==> src/rtl/reg_dump_if.sv <==
// Output beat stream of the register dumper: valid/ready handshake carrying
// one register value (or the trailer checksum) with its index and last flag.
interface reg_dump_if #(
   parameter int pw = 4
);
   logic          out_valid;
   logic          out_ready;
   logic [7:0]    out_data;
   logic [pw-1:0] out_index;
   logic          out_last;

   modport master (
      output out_valid,
      output out_data,
      output out_index,
      output out_last,
      input  out_ready
   );

   modport slave (
      input  out_valid,
      input  out_data,
      input  out_index,
      input  out_last,
      output out_ready
   );
endinterface

==> src/rtl/reg_dump.sv <==
// Walks all 2**pw registers through a combinational read port, streams each
// byte out, then sends a trailer beat with the modulo-256 sum of the values.
module reg_dump #(
   parameter int pw = 4
) (
   input  logic          clk,
   input  logic          rst_n,
   input  logic          start,
   output logic [pw:0]   rd_addr,
   input  logic [7:0]    rd_data,
   output logic          busy,
   output logic          done,
   reg_dump_if.master    out_if
);

   typedef enum logic [1:0] {
      IDLE  = 2'd0,
      LOAD  = 2'd1,
      SEND  = 2'd2,
      TRAIL = 2'd3
   } state_t;

   localparam logic [pw-1:0] LAST_IDX = '1;

   state_t        state_q, state_d;
   logic [pw:0]   rd_addr_q, rd_addr_d;
   logic [pw-1:0] index_q, index_d;
   logic [7:0]    sum_q, sum_d;
   logic [7:0]    out_data_q, out_data_d;
   logic [pw-1:0] out_index_q, out_index_d;
   logic          out_valid_q, out_valid_d;
   logic          out_last_q, out_last_d;
   logic          busy_q, busy_d;
   logic          done_q, done_d;

   logic          accept;
   logic [7:0]    sum_acc;

   assign accept  = out_valid_q && out_if.out_ready;
   assign sum_acc = sum_q + out_data_q;

   always_comb begin
      state_d     = state_q;
      rd_addr_d   = rd_addr_q;
      index_d     = index_q;
      sum_d       = sum_q;
      out_data_d  = out_data_q;
      out_index_d = out_index_q;
      out_valid_d = out_valid_q;
      out_last_d  = out_last_q;
      done_d      = 1'b0;

      case (state_q)
         IDLE: begin
            if (start) begin
               rd_addr_d = '0;
               index_d   = '0;
               sum_d     = '0;
               state_d   = LOAD;
            end
         end
         LOAD: begin
            out_data_d  = rd_data;
            out_valid_d = 1'b1;
            out_index_d = index_q;
            out_last_d  = 1'b0;
            state_d     = SEND;
         end
         SEND: begin
            if (accept) begin
               sum_d = sum_acc;
               if (index_q != LAST_IDX) begin
                  index_d     = index_q + pw'(1);
                  rd_addr_d   = rd_addr_q + (pw+1)'(1);
                  out_valid_d = 1'b0;
                  state_d     = LOAD;
               end else begin
                  // Trailer goes out back-to-back: valid stays high, no LOAD bubble.
                  out_data_d  = sum_acc;
                  out_index_d = '1;
                  out_last_d  = 1'b1;
                  state_d     = TRAIL;
               end
            end
         end
         TRAIL: begin
            if (accept) begin
               out_valid_d = 1'b0;
               out_last_d  = 1'b0;
               done_d      = 1'b1;
               state_d     = IDLE;
            end
         end
         default: state_d = IDLE;
      endcase

      busy_d = (state_d != IDLE);
   end

   always_ff @(posedge clk or negedge rst_n) begin
      if (!rst_n) begin
         state_q     <= IDLE;
         rd_addr_q   <= '0;
         index_q     <= '0;
         sum_q       <= '0;
         out_data_q  <= '0;
         out_index_q <= '0;
         out_valid_q <= 1'b0;
         out_last_q  <= 1'b0;
         busy_q      <= 1'b0;
         done_q      <= 1'b0;
      end else begin
         state_q     <= state_d;
         rd_addr_q   <= rd_addr_d;
         index_q     <= index_d;
         sum_q       <= sum_d;
         out_data_q  <= out_data_d;
         out_index_q <= out_index_d;
         out_valid_q <= out_valid_d;
         out_last_q  <= out_last_d;
         busy_q      <= busy_d;
         done_q      <= done_d;
      end
   end

   assign rd_addr          = rd_addr_q;
   assign busy             = busy_q;
   assign done             = done_q;
   assign out_if.out_valid = out_valid_q;
   assign out_if.out_data  = out_data_q;
   assign out_if.out_index = out_index_q;
   assign out_if.out_last  = out_last_q;

endmodule

==> src/flat_wrapper.sv <==
// flat-port wrapper written by rule: the top's interface ports become plain ports
module reg_dump_flat 
#(
   parameter int pw = 4
)
  (clk, rst_n, start, rd_addr, rd_data, busy, done, out_if_out_valid, out_if_out_data, out_if_out_index, out_if_out_last, out_if_out_ready);
  reg_dump_if #(.pw(pw)) out_if_i ();
  input  logic clk;
  input  logic rst_n;
  input  logic start;
  output logic [pw:0] rd_addr;
  input  logic [7:0] rd_data;
  output logic busy;
  output logic done;
  output wire logic [$bits(out_if_i.out_valid)-1:0] out_if_out_valid;
  output wire logic [$bits(out_if_i.out_data)-1:0] out_if_out_data;
  output wire logic [$bits(out_if_i.out_index)-1:0] out_if_out_index;
  output wire logic [$bits(out_if_i.out_last)-1:0] out_if_out_last;
  input wire logic [$bits(out_if_i.out_ready)-1:0] out_if_out_ready;
  assign out_if_out_valid = out_if_i.out_valid;
  assign out_if_out_data = out_if_i.out_data;
  assign out_if_out_index = out_if_i.out_index;
  assign out_if_out_last = out_if_i.out_last;
  assign out_if_i.out_ready = out_if_out_ready;
  reg_dump #(.pw(pw)) u_core (.clk(clk), .rst_n(rst_n), .start(start), .rd_addr(rd_addr), .rd_data(rd_data), .busy(busy), .done(done), .out_if(out_if_i));
endmodule
==> config.mk <==
export PLATFORM = sky130hd
export DESIGN_NAME = reg_dump_flat
export DESIGN_NICKNAME = d
export VERILOG_FILES = /design/src/rtl/reg_dump_if.sv /design/src/rtl/reg_dump.sv /design/src/flat_wrapper.sv
export SDC_FILE = /design/constraint.sdc
export NUM_CORES = 1
export LEC_CHECK = 0
export CAP_MARGIN = 10
export CORE_ASPECT_RATIO = 0.6
export CORE_UTILIZATION = 53
export CTS_BUF_LIST = sky130_fd_sc_hd__clkbuf_16
export DETAILED_ROUTE_END_ITERATION = 6
export PLACE_DENSITY = 0.79
export SETUP_SLACK_MARGIN = 0.3
export SLEW_MARGIN = 25
export SYNTH_ARGS = -nofsm -noshare
export SYNTH_HDL_FRONTEND = slang
export SYNTH_SLANG_ARGS = --single-unit
==> constraint.sdc <==
create_clock -name clk -period 2.5 [get_ports clk]
set_clock_uncertainty 0.15 [all_clocks]
set_input_delay 0.25 -clock clk [delete_from_list [all_inputs] [get_ports clk]]
set_output_delay 0.25 -clock clk [all_outputs]
set_load 0.03 [all_outputs]
-- Word-level counts from Yosys, hierarchy flattened
Index checks and enable logic that the tools add are counted.
- register bits: 35
- bits of input ports: 12
- output and inout port bits: 21
- word-level logic and storage cells: 64
- add/sub/neg operators: 3
- equal/unequal tests: 9
- muxes and demuxes: 31
- reduce and logical (&&, ||, !) cells: 11
- operators with widths (kind ; count):
    $mux W8 ; 4
    $pmux W8 S2 ; 2
    $mux W4 ; 5
    $pmux W4 S2 ; 2
    $mux W5 ; 3
    $reduce_and A4 Y1 ; 3
    $pmux W5 S2 ; 1
    $add A8 B8 Y8 ; 1
    $mux W2 ; 4
    $pmux W2 S4 ; 1
    $mux W1 ; 7
    $ne A2 B1 Y1 const B ; 3
    $pmux W1 S3 ; 2
    $reduce_and A3 Y1 ; 2
    $reduce_bool A2 Y1 ; 3
    $add A5 B1 Y5 const B ; 1
    $add A4 B1 Y4 const B ; 1
    $eq A2 B2 Y1 const B ; 2
    $ne A2 B2 Y1 const B ; 2
    $ne A4 B4 Y1 const B ; 1
    $reduce_bool A3 Y1 ; 1
    $eq A2 B1 Y1 const B ; 1
    $logic_not A2 Y1 ; 1
    $logic_and A1 B1 Y1 ; 1

-- Logic depth before layout (Yosys ltp)
- depth after elaboration: 5
- gate-level depth with buffers: 8
- gate-level depth less buffers: 7

-- Worst setup path after synthesis
OpenSTA, ideal clock, no wires.
- kind: register to register
- start: reg u_core.out_data_q[4] (netlist: u_core.out_if.out_data[4])
- end: reg u_core.sum_q[7]
- data arrival time: 2.006 ns
- slack: 0.220 ns
- cell stages (with the launch flop): 7
- buffers on the path: 0
- period minus slack after synthesis: 2.280 ns
- cell sequence: dfrtp_1 ha_1 a21o_1 a2111oi_0 mux2i_1 and4_1 a211o_1
- longest elaborated chain between the ends: 3
- RTL lines (what ; RTL line ; RTL):
    start, declared ; reg_dump.sv:29 ; logic [7:0] out_data_q, out_data_d;
    start signal, assigned ; reg_dump.sv:117 ; out_data_q <= out_data_d;
    $add A8 B8 Y8 ; reg_dump.sv:40 ; assign sum_acc = sum_q + out_data_q;
    $mux W8 ; reg_dump.sv:70 ; if (accept) begin
    $pmux W8 S2 ; reg_dump.sv:53 ; case (state_q)
    end signal, assigned ; reg_dump.sv:116 ; sum_q <= sum_d;
    end, declared ; reg_dump.sv:28 ; logic [7:0] sum_q, sum_d;
Every way passes these cells. The select of a mux whose other input is x is not followed.
A chain may end at the register's enable or synchronous reset.

-- Worst setup path in the final report
- start: reg u_core.out_data_q[3] (netlist: u_core.out_if.out_data[3])
- end: reg u_core.sum_q[7]
The elaborated chain is that of the path after synthesis.

==> flow_metrics.env <==
export IMPL_grt_pass1_vias=1838
export IMPL_synth_largest_area_cell="dfrtp_1"
export IMPL_htree_levels=2
export IMPL_die_h_um=49.8
export IMPL_diodes=0
export IMPL_cp_max_fo=4
export IMPL_synth_warnings=0
export IMPL_die_x_um=81.7
export IMPL_clockBufferDepth=2
export IMPL_synth_top_family_by_area="compound AO/OA/AOI/OAI gates"
export IMPL_area_sequential_um2=878
export IMPL_power_density_nw_per_um2=1530
export IMPL_cp_cell_sequence="ha_1 > o21ai_0 > nor3_2 > mux2i_2 > a2111oi_2 > a211o_1"
export IMPL_synth_seq_cells=35
export IMPL_grt_start_max_net_pins=36
export IMPL_worstPathRequired_ps=2510
export IMPL_drtIter0Drc=147
export IMPL_coreArea_um2=3440
export IMPL_routedWlPerCell_um=18.7
export IMPL_dp_slack_ps=265
export IMPL_ys_flop_type="dfrtp_1"
export IMPL_place_gp_congestion=0.822
export IMPL_fmax_ghz=0.441
export IMPL_grt_pass1_wl_um=9070
export IMPL_synth_compound_area_share_pct=21.5
export IMPL_fin_setup_tns_ps=0
export IMPL_cts_root_buf="clkbuf_16"
export IMPL_synth_edff_count=0
export IMPL_die_area_um2=4070
export IMPL_period_share_pct=90.7
export IMPL_layout_nets=279
export IMPL_cellLeakagePower_nw=1.22
export IMPL_ys_types=41
export IMPL_rsz0062_at_grt="yes"
export IMPL_holdBufCountCts=0
export IMPL_postRouteAntennaNets=0
export IMPL_syn_cell_area_um2=2020
export IMPL_synth_top_cells_by_area="dfrtp_1 (43%), ha_1 (8.1%), nand2_1 (5.0%)"
export IMPL_dr_pass1_iters=4
export IMPL_worst_path_max_delay_cell="dfrtp_1"
export IMPL_drcViolationCount=0
export IMPL_worst_ep_arrival_time_ps=2270
export IMPL_multi_input_area_um2=1170
export IMPL_max_slew_margin_rel_pct=67.5
export IMPL_avgViaCountPerCell=6.17
export IMPL_synthMuxAreaShare_pct=3.04
export IMPL_ys_top_cells_by_count="dfrtp_1 (35), nand2_1 (27), o21ai_0 (19), a21oi_1 (14), nor2_1 (14)"
export IMPL_ios=33
export IMPL_crit_path_max_incr_delay_ps=410
export IMPL_fin_crit_ps=2270
export IMPL_setup_violations=0
export IMPL_hp_class="input port to asynchronous set/reset pin"
export IMPL_slew_viol_final=0
export IMPL_grt_ovfl_total=0
export IMPL_dr_total_vias=1845
export IMPL_antenna_found_initial=0
export IMPL_ys_seq_area_share_pct=43.4
export IMPL_clkLatencyLatePin_ps=280
export IMPL_yosys_cell_count_top_type="dfrtp_1"
export IMPL_io_buffers=32
export IMPL_hold_viol_final=0
export IMPL_outcome="finished clean"
export IMPL_drive_gt1_share_pct=16.9
export IMPL_syn_num_nets=236
export IMPL_synth_top_cell_area_share_pct=43.4
export IMPL_dpl_hpwl_um=3730
export IMPL_criticalPathCategory="flip-flop to flip-flop"
export IMPL_worstSetupStartpointType="flip-flop"
export IMPL_worst_ir_drop_vdd_mv=0.823
export IMPL_avgSynthCellArea_um2=9.61
export IMPL_synthArstFlopShare_pct=100
export IMPL_core_rowCount=16
export IMPL_wl_um=5590
export IMPL_tightest_slew_ps=483
export IMPL_syn_inst=210
export IMPL_clk_pin_slew_ps=60
export IMPL_grtUsageTotal_pct=29.8
export IMPL_area_growth_pct=34.5
export IMPL_post_synth_and_or_nand_nor_area_fraction_pct=16.6
export IMPL_synth_fa_ha_area_share_pct=9.05
export IMPL_cts_buffers_inserted=5
export IMPL_cts_sinks=35
export IMPL_start_util_pct=58.6
export IMPL_fin_ws_ps=233
export IMPL_synth_xor_area_share_pct=3.47
export IMPL_maxCapViolations=0
export IMPL_num_fill_cells=221
export IMPL_cp_end_kind="flip-flop"
export IMPL_cts_tree="done"
[sequential cells by signal, indices dropped and copies added (netlist names)]
name / cells
u_core.busy: 1
u_core.done: 1
u_core.index_q: 4
u_core.out_if.out_data: 8
u_core.out_if.out_index: 4
u_core.out_if.out_last: 1
u_core.out_if.out_valid: 1
u_core.rd_addr: 5
u_core.state_q: 2
u_core.sum_q: 8
[kinds of logic after synthesis]
group,count (synthesis)
AOI/OAI and AO/OA,64
xor gates and xnor gates,8
and+or+nand+nor,69
DFF,35
muxes,6
adders and majority gates,14
buffers and inverters,14
[layout make-up]
| type | count | area share (%) |
|---|---|---|
| clock inverter | 3 | 1.43 |
| timing repair buffer | 44 | 15.4 |
| sequential | 35 | 32.4 |
| clock buffer | 5 | 4.61 |
| inverter | 6 | 0.968 |
| tap | 45 | 2.07 |
| multi-input combinational | 161 | 43.2 |
[cells in the final DEF, fill, tap and decap left out, types with 3 or more instances in the layout]
master           synthesis  routed
xnor2_1                  3       3
o31ai_1                  3       3
dfrtp_1                 35      33
clkbuf_16                0       5
clkdlybuf4s50_1          0      32
a21o_1                   4       4
nand3_1                  8       7
and3_1                   5       5
inv_1                    6       5
nand2_1                 27      27
mux2i_1                  5       4
xor2_1                   5       5
a22o_1                   6       6
a21oi_1                 14      13
ha_1                    13      10
o21ai_0                 19      18
buf_4                    0      11
nor2_1                  14      14
[final timing paths]
check	start	endpoint	slack (ps)	cells past startpoint
hold / removal	rst_n	u_core.out_if.out_last	230	2
setup / recovery	u_core.out_if.out_data[3]	u_core.sum_q[7]	230	6
max in group asynchronous	rst_n	u_core.out_if.out_data[4]	1620	2
min in group clk	u_core.out_if.out_index[0]	u_core.out_if.out_index[0]	340	2
setup reg to reg	u_core.out_if.out_data[3]	u_core.sum_q[7]	230	6
hold reg to reg	u_core.out_if.out_index[0]	u_core.out_if.out_index[0]	340	2
[timing repair]
action,CTS,global route
pin swaps,0,2
endpoints found under the setup margin,5,19
endpoints found under the hold margin,0,0
gates resized for setup,3,18
buffers inserted,0,5
[routing by layer]
layer  GRT usage (%)  vias to the layer above  wire length (µm)
li1                -                      846                 -
met1            41.6                      880              2450
met2            43.5                      105              2560
met3            8.15                       14               454
met4            12.6                        0               121
met5               0                        -                 0
[critical path, delay by kind of cell (launching register included)]
family / cells / cell delay (ps)
compound gates: 3 / 580
fa+ha+maj: 1 / 400
flops: 1 / 410
mux: 1 / 310
simple gates: 1 / 300
[where the power goes]
group | switching (mW) | internal [mW] | total [mW] | leakage, nW
logic | 1.45 | 0.995 | 2.45 | 0.686
registers | 0.223 | 0.793 | 1.02 | 0.449
clock network | 0.223 | 0.464 | 0.687 | 0.0812
total | 1.90 | 2.25 | 4.15 | 1.22
[through the flow]
stage          power [mW]  utilization (%)  std cells  area (µm²)  hold WS, ps
2_1_floorplan        2.44                -        210        2040         -196
3_3_place_gp         3.05             70.5        286        2430          319
3_5_place_dp         3.16             70.5        286        2430          332
4_1_cts              3.89             75.4        294        2590          254
5_1_grt              4.41             78.9        299        2720          306
6_report             4.15             78.9        299        2720          229
Note: power is estimated with default switching activity, not from simulation.
